==> src/rtl/uart_tx_arbiter.sv <==
// uart_tx_arbiter: round-robin arbiter sharing one UartTx among NUM_REQ
// byte sources. One byte per grant; write strobe held until busy is seen.
//
// Optional feature macro: UART_TX_ARB_HOLD_EN
//   When defined, adds hold_i so the most recent owner can keep the
//   transmitter for consecutive bytes of a multi-byte message.
//
// Ports:
//   clock_i     system clock, rising edge
//   reset_i     asynchronous active-low reset
//   req_i       per-requester byte pending (held until its grant)
//   req_data_i  byte of requester k at [8k+7:8k]
//   hold_i      (UART_TX_ARB_HOLD_EN only) keep ownership while requesting
//   grant_o     one-cycle one-hot acknowledge, byte captured
//   owner_o     index of current / most recent grantee
//   active_o    high from grant until the transmitter finishes the byte
//   tx_write_o  to UartTx write_i
//   tx_data_o   to UartTx data_i, registered
//   tx_busy_i   from UartTx busy_o

module uart_tx_arbiter #(
   parameter int NUM_REQ = 4,
   parameter int OWNER_W = 2
) (
   input  logic                 clock_i,
   input  logic                 reset_i,
   input  logic [NUM_REQ-1:0]   req_i,
   input  logic [8*NUM_REQ-1:0] req_data_i,
`ifdef UART_TX_ARB_HOLD_EN
   input  logic [NUM_REQ-1:0]   hold_i,
`endif
   output logic [NUM_REQ-1:0]   grant_o,
   output logic [OWNER_W-1:0]   owner_o,
   output logic                 active_o,
   output logic                 tx_write_o,
   output logic [7:0]           tx_data_o,
   input  logic                 tx_busy_i
);

   typedef enum logic [1:0] {
      IDLE  = 2'd0,
      ISSUE = 2'd1,
      DRAIN = 2'd2
   } state_t;

   state_t               state_q;
   state_t               state_d;
   logic [OWNER_W-1:0]   last_q;
   logic [OWNER_W-1:0]   last_d;
   logic [OWNER_W-1:0]   owner_q;
   logic [OWNER_W-1:0]   owner_d;
   logic [NUM_REQ-1:0]   grant_q;
   logic [NUM_REQ-1:0]   grant_d;
   logic                 write_q;
   logic                 write_d;
   logic [7:0]           data_q;
   logic [7:0]           data_d;

   logic                 found;
   logic [OWNER_W-1:0]   win;
   logic [7:0]           win_data;
   logic [NUM_REQ-1:0]   win_onehot;

   // Winner search: first set request upward from last_q+1, wrapping.
   // Offsets run 1..NUM_REQ so last_q itself is considered last.
   always_comb begin
      found = 1'b0;
      win   = last_q;
`ifdef UART_TX_ARB_HOLD_EN
      // A holding owner that still requests keeps the transmitter.
      if (hold_i[last_q] && req_i[last_q]) begin
         found = 1'b1;
         win   = last_q;
      end
`endif
      for (int off = 1; off <= NUM_REQ; off++) begin
         for (int k = 0; k < NUM_REQ; k++) begin
            if (!found && req_i[k] &&
                k == ((int'(last_q) + off) % NUM_REQ)) begin
               found = 1'b1;
               win   = OWNER_W'(k);
            end
         end
      end
   end

   always_comb begin
      win_data   = 8'h00;
      win_onehot = '0;
      for (int k = 0; k < NUM_REQ; k++) begin
         if (win == OWNER_W'(k)) begin
            win_data      = req_data_i[k*8 +: 8];
            win_onehot[k] = 1'b1;
         end
      end
   end

   always_comb begin
      state_d = state_q;
      last_d  = last_q;
      owner_d = owner_q;
      grant_d = '0;
      write_d = write_q;
      data_d  = data_q;
      unique case (state_q)
         IDLE: begin
            if (!tx_busy_i && found) begin
               state_d = ISSUE;
               last_d  = win;
               owner_d = win;
               grant_d = win_onehot;
               write_d = 1'b1;
               data_d  = win_data;
            end
         end
         ISSUE: begin
            if (tx_busy_i) begin
               state_d = DRAIN;
               write_d = 1'b0;
            end
         end
         DRAIN: begin
            if (!tx_busy_i) begin
               state_d = IDLE;
            end
         end
         default: begin
            state_d = IDLE;
            write_d = 1'b0;
         end
      endcase
   end

   always_ff @(posedge clock_i or negedge reset_i) begin
      if (!reset_i) begin
         state_q <= IDLE;
         last_q  <= OWNER_W'(NUM_REQ - 1);
         owner_q <= '0;
         grant_q <= '0;
         write_q <= 1'b0;
         data_q  <= 8'h00;
      end else begin
         state_q <= state_d;
         last_q  <= last_d;
         owner_q <= owner_d;
         grant_q <= grant_d;
         write_q <= write_d;
         data_q  <= data_d;
      end
   end

   assign grant_o    = grant_q;
   assign owner_o    = owner_q;
   assign active_o   = (state_q != IDLE);
   assign tx_write_o = write_q;
   assign tx_data_o  = data_q;

endmodule

==> config.mk <==
export PLATFORM = sky130hd
export DESIGN_NAME = uart_tx_arbiter
export DESIGN_NICKNAME = d
export VERILOG_FILES = /design/src/rtl/uart_tx_arbiter.sv
export SDC_FILE = /design/constraint.sdc
export NUM_CORES = 1
export LEC_CHECK = 0
export ABC_CLOCK_PERIOD_IN_PS = 1900
export CAP_MARGIN = 10
export CORE_MARGIN = 2
export CORE_UTILIZATION = 36
export CTS_CLUSTER_SIZE = 8
export DETAILED_ROUTE_END_ITERATION = 10
export PLACE_DENSITY_LB_ADDON = 0.15
export SLEW_MARGIN = 10
export SYNTH_ARGS = -nofsm -noshare
export SYNTH_HDL_FRONTEND = slang
export SYNTH_SLANG_ARGS = --single-unit
==> constraint.sdc <==
create_clock -name clock_i -period 1.9 [get_ports clock_i]
set_clock_uncertainty 0.2 [all_clocks]
set_input_delay 0.285 -clock clock_i [delete_from_list [all_inputs] [get_ports clock_i]]
set_output_delay 0.285 -clock clock_i [all_outputs]
set_load 0.1 [all_outputs]
Yosys cells after proc, flatten, opt, wreduce, memory -nomap -nowiden
Cells that the tools add are included.
- register bits: 19
- bits in latches: 0
- RAM bits: 0
- ROM bits: 0
- input port bits: 39
- output and inout port bits: 16
- word-level logic and storage cells: 146
- memories kept: 0
- $add $sub $neg: 4
- multipliers: 0
- divide/modulo/power cells: 0
- $lt $le $gt $ge: 0
- equality and inequality tests: 20
- shift-type cells: 0
- muxes and demuxes: 49
- bitwise operators: 5
- reductions and logical operators: 62
- operator list (operator ; number):
    32-bit logical NOT ; 4
    2-bit two-way mux ; 19
    1-bit logical AND ; 32
    8-bit two-way mux ; 4
    3-bit == test (first input constant) ; 8
    1-bit two-way mux ; 22
    1-bit logical NOT ; 16
    2-bit by 3-bit == test with 1-bit output (first input constant) ; 4
    4-bit two-way mux ; 2
    2-bit OR reduction ; 4
    2-bit == test (second input constant) ; 3
    2-bit inequality test (second input constant) ; 3
    2-bit case mux with 3 select lines ; 1
    3-bit AND reduction ; 2
    2-bit by 1-bit adder with 2-bit output (second input constant) ; 2
    2-bit adder (second input constant) ; 2
    1-bit AND (first input constant) ; 4
    2-bit by 1-bit == test with 1-bit output (second input constant) ; 2
    2-bit logical NOT ; 2
    1-bit case mux with 3 select lines ; 1
    2-bit AND reduction ; 1
    2-bit nonzero test ; 1
    1-bit inverter ; 1

Logic depth before layout (Yosys ltp)
- depth in word-level cells: 71
- gate-level depth with buffers: 7
- gate-level depth less buffers: 5

Least setup slack after synthesis
Ideal clock, no wire load.
- kind: register -> register
- start: reg last_q[0]
- end: reg data_q[0], in the netlist tx_data_o[0]
- setup time: 132 ps
- arrival time: 1608 ps
- required time: 1568 ps
- path slack: -40 ps
- cell stages (with the launch flop): 8
- path buffers: 2
- period minus slack after synthesis: 1940 ps
- cells stage by stage: dfstp_2 -> nor2b_1 -> o21a_1 -> buf_6 -> nor3_4 -> buf_6 -> mux2i_1 -> o211ai_1
- longest elaborated chain between the ends: 71
- elaborated cells on any way between the ends: 116
- those cells by class: add/sub: 4; eq/ne: 15; mux: 36; bitwise: 4; reduce/logical: 57
- RTL lines (what ; RTL line ; source):
    start: declaration ; 48 ; logic [OWNER_W-1:0] last_q;
    start signal: assignment ; 137 ; last_q <= OWNER_W'(NUM_REQ - 1);
    start signal: assignment ; 144 ; last_q <= last_d;
    2-bit by 1-bit adder with 2-bit output ; 79 ; k == ((int'(last_q) + off) % NUM_REQ)) begin
    2-bit OR reduction (no line) ; -- ;
    1-bit AND (no line) ; -- ;
    32-bit logical NOT ; 79 ;
    1-bit logical AND ; 78 ; if (!found && req_i[k] &&
    1-bit two-way mux ; 78 ;
    1-bit logical NOT ; 78 ;
    1-bit logical AND (2 in a row) ; 78 ;
    [49 not listed] ; -- ;
    1-bit logical NOT ; 78 ;
    1-bit logical AND (2 in a row) ; 78 ;
    1-bit two-way mux ; 78 ;
    1-bit logical NOT ; 78 ;
    1-bit logical AND (2 in a row) ; 78 ;
    2-bit two-way mux ; 78 ;
    2-bit logical NOT ; 91 ; if (win == OWNER_W'(k)) begin
    8-bit two-way mux (4 in a row) ; 91 ;
    end signal: assignment ; 148 ; data_q <= data_d;
    end: declaration ; 56 ; logic [7:0] data_q;
Parallel ways exist; a longest one is shown, timed or not.
A chain may end at the register's enable or synchronous reset.

Worst setup path in the final report
- start: in req_i[0]
- end: reg data_q[0], in the netlist tx_data_o[0]
- longest elaborated chain between the ends: 67
- elaborated cells on any way between the ends: 88
- those cells by class: eq/ne: 3; mux: 36; reduce/logical: 49
- RTL lines (what ; RTL line ; source):
    start: declaration ; 27 ; input logic [NUM_REQ-1:0] req_i,
    1-bit logical AND ; 78 ;
    1-bit two-way mux ; 78 ;
    1-bit logical NOT ; 78 ;
    1-bit logical AND (2 in a row) ; 78 ;
    1-bit two-way mux ; 78 ;
    1-bit logical NOT ; 78 ;
    1-bit logical AND (2 in a row) ; 78 ;
    1-bit two-way mux ; 78 ;
    [44 not listed] ; -- ;
    1-bit logical NOT ; 78 ;
    1-bit logical AND (2 in a row) ; 78 ;
    1-bit two-way mux ; 78 ;
    1-bit logical NOT ; 78 ;
    1-bit logical AND (2 in a row) ; 78 ;
    2-bit two-way mux ; 78 ;
    2-bit logical NOT ; 91 ;
    8-bit two-way mux (4 in a row) ; 91 ;
Parallel ways exist; a longest one is shown, timed or not.

==> results.rst <==
.. list-table::
   :header-rows: 1

   * - Metric
     - Value
   * - Fin crit share
     - 97.9%
   * - Number of warnings printed during yosys synthesis
     - 0
   * - Reg power frac
     - around 22%
   * - Data required, critical path
     - between 1500 and 2000 ps
   * - Maximum clock frequency
     - around 540 MHz
   * - P_sw
     - 1.73 mW
   * - Minimum setup slack after placement
     - -395 ps
   * - Post-route DRC violation count
     - 0
   * - Signed area change from the synthesized netlist to the final layout
     - 85.6%
   * - Via count of the first global-routing pass
     - 1275
   * - Quantity of I/O buffers inserted on ports
     - 54
   * - Transition time of the tightest slew-check pin
     - 462 ps
   * - Worst Reg-to-Reg Cells
     - 6
   * - Final #Nets
     - between 200 and 250
   * - Post-route cell area
     - between 0.002 and 0.0025 sq mm
   * - Total internal power
     - roughly 1.6 mW
   * - Total placed instance area
     - 0.00197 sq mm
   * - CTS sink count
     - 19
   * - Number of antenna cells inserted
     - 0
   * - WL/cell
     - roughly 15 um
   * - Total grt overflow
     - 0
   * - Drt via density
     - around 5.5
   * - Startpoint types
     - primary input
   * - Max-slew headroom
     - between 60% and 70%
   * - H-tree level count
     - 1
   * - Final Worst Setup Slack
     - between 30 and 40 ps
   * - IO Pins
     - 55
   * - Ratio of cells with drive above 1 in the final layout
     - 29.3%
   * - Post-CTS setup buffers
     - 0
   * - Most used flip-flop cell after synthesis
     - sky130_fd_sc_hd__dfrtp_1
   * - Total nets after synthesis
     - between 150 and 200
   * - TritonCTS clock tree
     - done
   * - First-pass GRT wire length
     - approximately 5.5 mm
   * - Clock root buffer
     - sky130_fd_sc_hd__clkbuf_4
   * - Type of the setup path with the least slack
     - in2reg
   * - Async set-or-reset flop fraction in the synthesized netlist
     - 100%
   * - Minimum clock period
     - between 1500 and 2000 ps
   * - Initial core utilization
     - between 30 and 40%
   * - Weighted congestion at the end of routability-driven global placement
     - between 0.7 and 0.8
   * - Max-cap violations
     - 0
   * - Most common cell after layout, fill and taps aside
     - sky130_fd_sc_hd__clkdlybuf4s50_1
   * - Total Routing Usage GR
     - between 20% and 30%
   * - Top library cells by usage in the layout, fill and taps aside
     - sky130_fd_sc_hd__clkdlybuf4s50_1 (37), sky130_fd_sc_hd__dfrtp_1 (17), sky130_fd_sc_hd__buf_4 (17), sky130_fd_sc_hd__buf_12 (17), sky130_fd_sc_hd__nand2_1 (16)
   * - Clock slew seen by the registers of the worst setup and hold paths
     - ~120 ps
   * - Maximum number of pins on one net before global-route repair
     - 21
   * - Width of the die
     - slightly below 60 um
   * - Die footprint
     - 0.00353 sq mm
   * - Total negative setup slack
     - 0 ps
   * - Number of unique standard cell types used by synthesis
     - 29
   * - Number of hold-slack violations in the final timing report
     - 0
   * - Final core utilization
     - a little under 70%
   * - Cell types occupying the most area after synthesis
     - sky130_fd_sc_hd__dfrtp_1 (38%), sky130_fd_sc_hd__mux2i_1 (7.2%), sky130_fd_sc_hd__a211o_1 (6.3%), sky130_fd_sc_hd__nand2_1 (5.4%), sky130_fd_sc_hd__o211ai_1 (5.4%)
   * - Initial antenna violation count
     - 0
   * - CP Max Fanout
     - 7
   * - Worst-Skew Late Latency
     - 290 ps
   * - Core box area
     - 0.00298 sq mm
   * - Sequential-to-total area share from yosys stat
     - 43.2%
   * - Synthesis-stage register bit count
     - 19
   * - Number of clock buffers inserted by TritonCTS
     - 3
   * - Detail Placement HPWL
     - about 2.6 mm
   * - First-pass DRT Iterations
     - 4
   * - Final wirelength
     - ~3.4 mm
   * - Vert. Die Dim
     - just under 60 um
   * - Share of the synthesized area in the top cell type
     - 38.5%
   * - Arrival time at the worst endpoint
     - 1840 ps
   * - Antenna-violating nets left
     - 0
   * - Overall power after layout
     - ~3.4 mW
   * - Worst vdd ir
     - ~0.00096 V
   * - HP Class
     - in2async
   * - Synthesized instance count
     - between 100 and 150
   * - Count of endpoints failing setup in the final report
     - 0
   * - Row count
     - 20
   * - RSZ-0062 raised after global routing
     - yes
   * - Cell Pwr Density
     - approximately 1600 mW/mm^2
   * - Final max-slew violation count
     - 0
   * - Endpoint type of the worst setup path
     - register
   * - DR iter-0 viols
     - 49
   * - Routed via count
     - between 1000 and 1500
   * - Count of flip-flops with a built-in enable after synthesis
     - 0
   * - Power share of the clock group
     - ~6.3%
   * - Pleak
     - between 0.8 and 0.9 nW
   * - Switching fraction of total power
     - between 50% and 60%
   * - Netlist area before placement
     - 0.00111 sq mm
   * - Clk buf depth
     - 2
   * - Logic gate share of total power
     - 71.4%
   * - Synthesized area divided by synthesized cell count
     - between 9 and 10 sq um
   * - Run status
     - finished clean
   * - Cell accounting for the most synthesized area
     - sky130_fd_sc_hd__dfrtp_1
-- layout make-up --
cell class                      count  area (sq um)
Inverter                            2          7.51
Clock buffer                        4          26.3
Fill cell                         226           925
Timing Repair Buffer               74           873
Tap cell                           33          41.3
Sequential cell                    19           478
Multi-Input combinational cell     89           627
-- cells by family (layout without fill, tap and decap cells) --
family                 Yosys count  after routing  share of synthesized area (%)
AND/OR/NAND/NOR                 45             45                           20.6
AO/OA/AOI/OAI                   35             35                           23.2
flip-flops                      19             19                           43.2
buffers and inverters           10             80                           4.98
multiplexers                     8              8                           7.24
XOR/XNOR                         1              1                          0.792
-- flip-flops by register name (all words and copies together), names as in the netlist --
name	cells
last_q	2
tx_write_o	1
tx_data_o	8
state_q	2
owner_o	2
grant_o	4
-- worst max-delay path: stages --
cell and delay [ps]:
sky130_fd_sc_hd__clkdlybuf4s50_1 490, sky130_fd_sc_hd__buf_4 130, sky130_fd_sc_hd__nor2b_2 40, sky130_fd_sc_hd__o21a_2 240, sky130_fd_sc_hd__nor3_4 160, sky130_fd_sc_hd__buf_6 170, sky130_fd_sc_hd__mux2i_2 220, sky130_fd_sc_hd__o211ai_1 100
-- power by group through the flow --
stage / Combinational [mW] / Clock [mW] / Sequential [mW]
6_report: 2.39 / 0.211 / 0.747
4_1_cts: 2.34 / 0.215 / 0.741
3_5_place_dp: 2.33 / 0 / 0.743
2_1_floorplan: 0.604 / 0 / 1.51
3_3_place_gp: 2.29 / 0 / 0.747
5_1_grt: 2.50 / 0.242 / 0.767
-- timing repair --
action | CTS | global route
gates resized for setup | 2 | 14
pin swaps | 0 | 2
setup endpoints to repair | 9 | 10
hold buffers | 0 | 0
hold endpoints to repair | 0 | 0
-- cell usage after synthesis, drive strengths merged, types with 3 or more instances --
| master | count |
|---|---|
| a211o | 8 |
| mux2i | 8 |
| clkbuf | 5 |
| buf | 3 |
| dfrtp | 17 |
| o31ai | 8 |
| o21ai | 5 |
| a21oi | 3 |
| nand2 | 16 |
| nor3 | 4 |
| nor2 | 8 |
| nand4 | 8 |
| o211ai | 8 |
-- per-layer routing --
layer / GRT usage (%) / vias up / share of wire, %
met5: 0 / - / 0
met4: 9.42 / 0 / 1.5
met3: 5.02 / 8 / 7.1
met2: 35.0 / 54 / 51
met1: 24.7 / 573 / 40
li1: - / 578 / -
-- metrics by stage --
stage,instances,hold WS (ps)
after detailed placement,217,295
final,221,114
after global routing,221,101
after floorplan,118,-211
after CTS,221,122
after global placement,217,288
-- worst paths after layout --
check	to	slack (ps)	from
min in group clock_i	state_q[0]	300	req_i[1]
worst min register to register	last_q[1]	330	last_q[1]
worst min-delay path	tx_data_o[1]	110	reset_i
worst max register to register	tx_data_o[0]	70	last_q[0]
worst max-delay path	tx_data_o[0]	40	req_i[0]
max in group asynchronous	last_q[1]	1130	reset_i
Note: power is estimated with default switching activity, not from simulation.
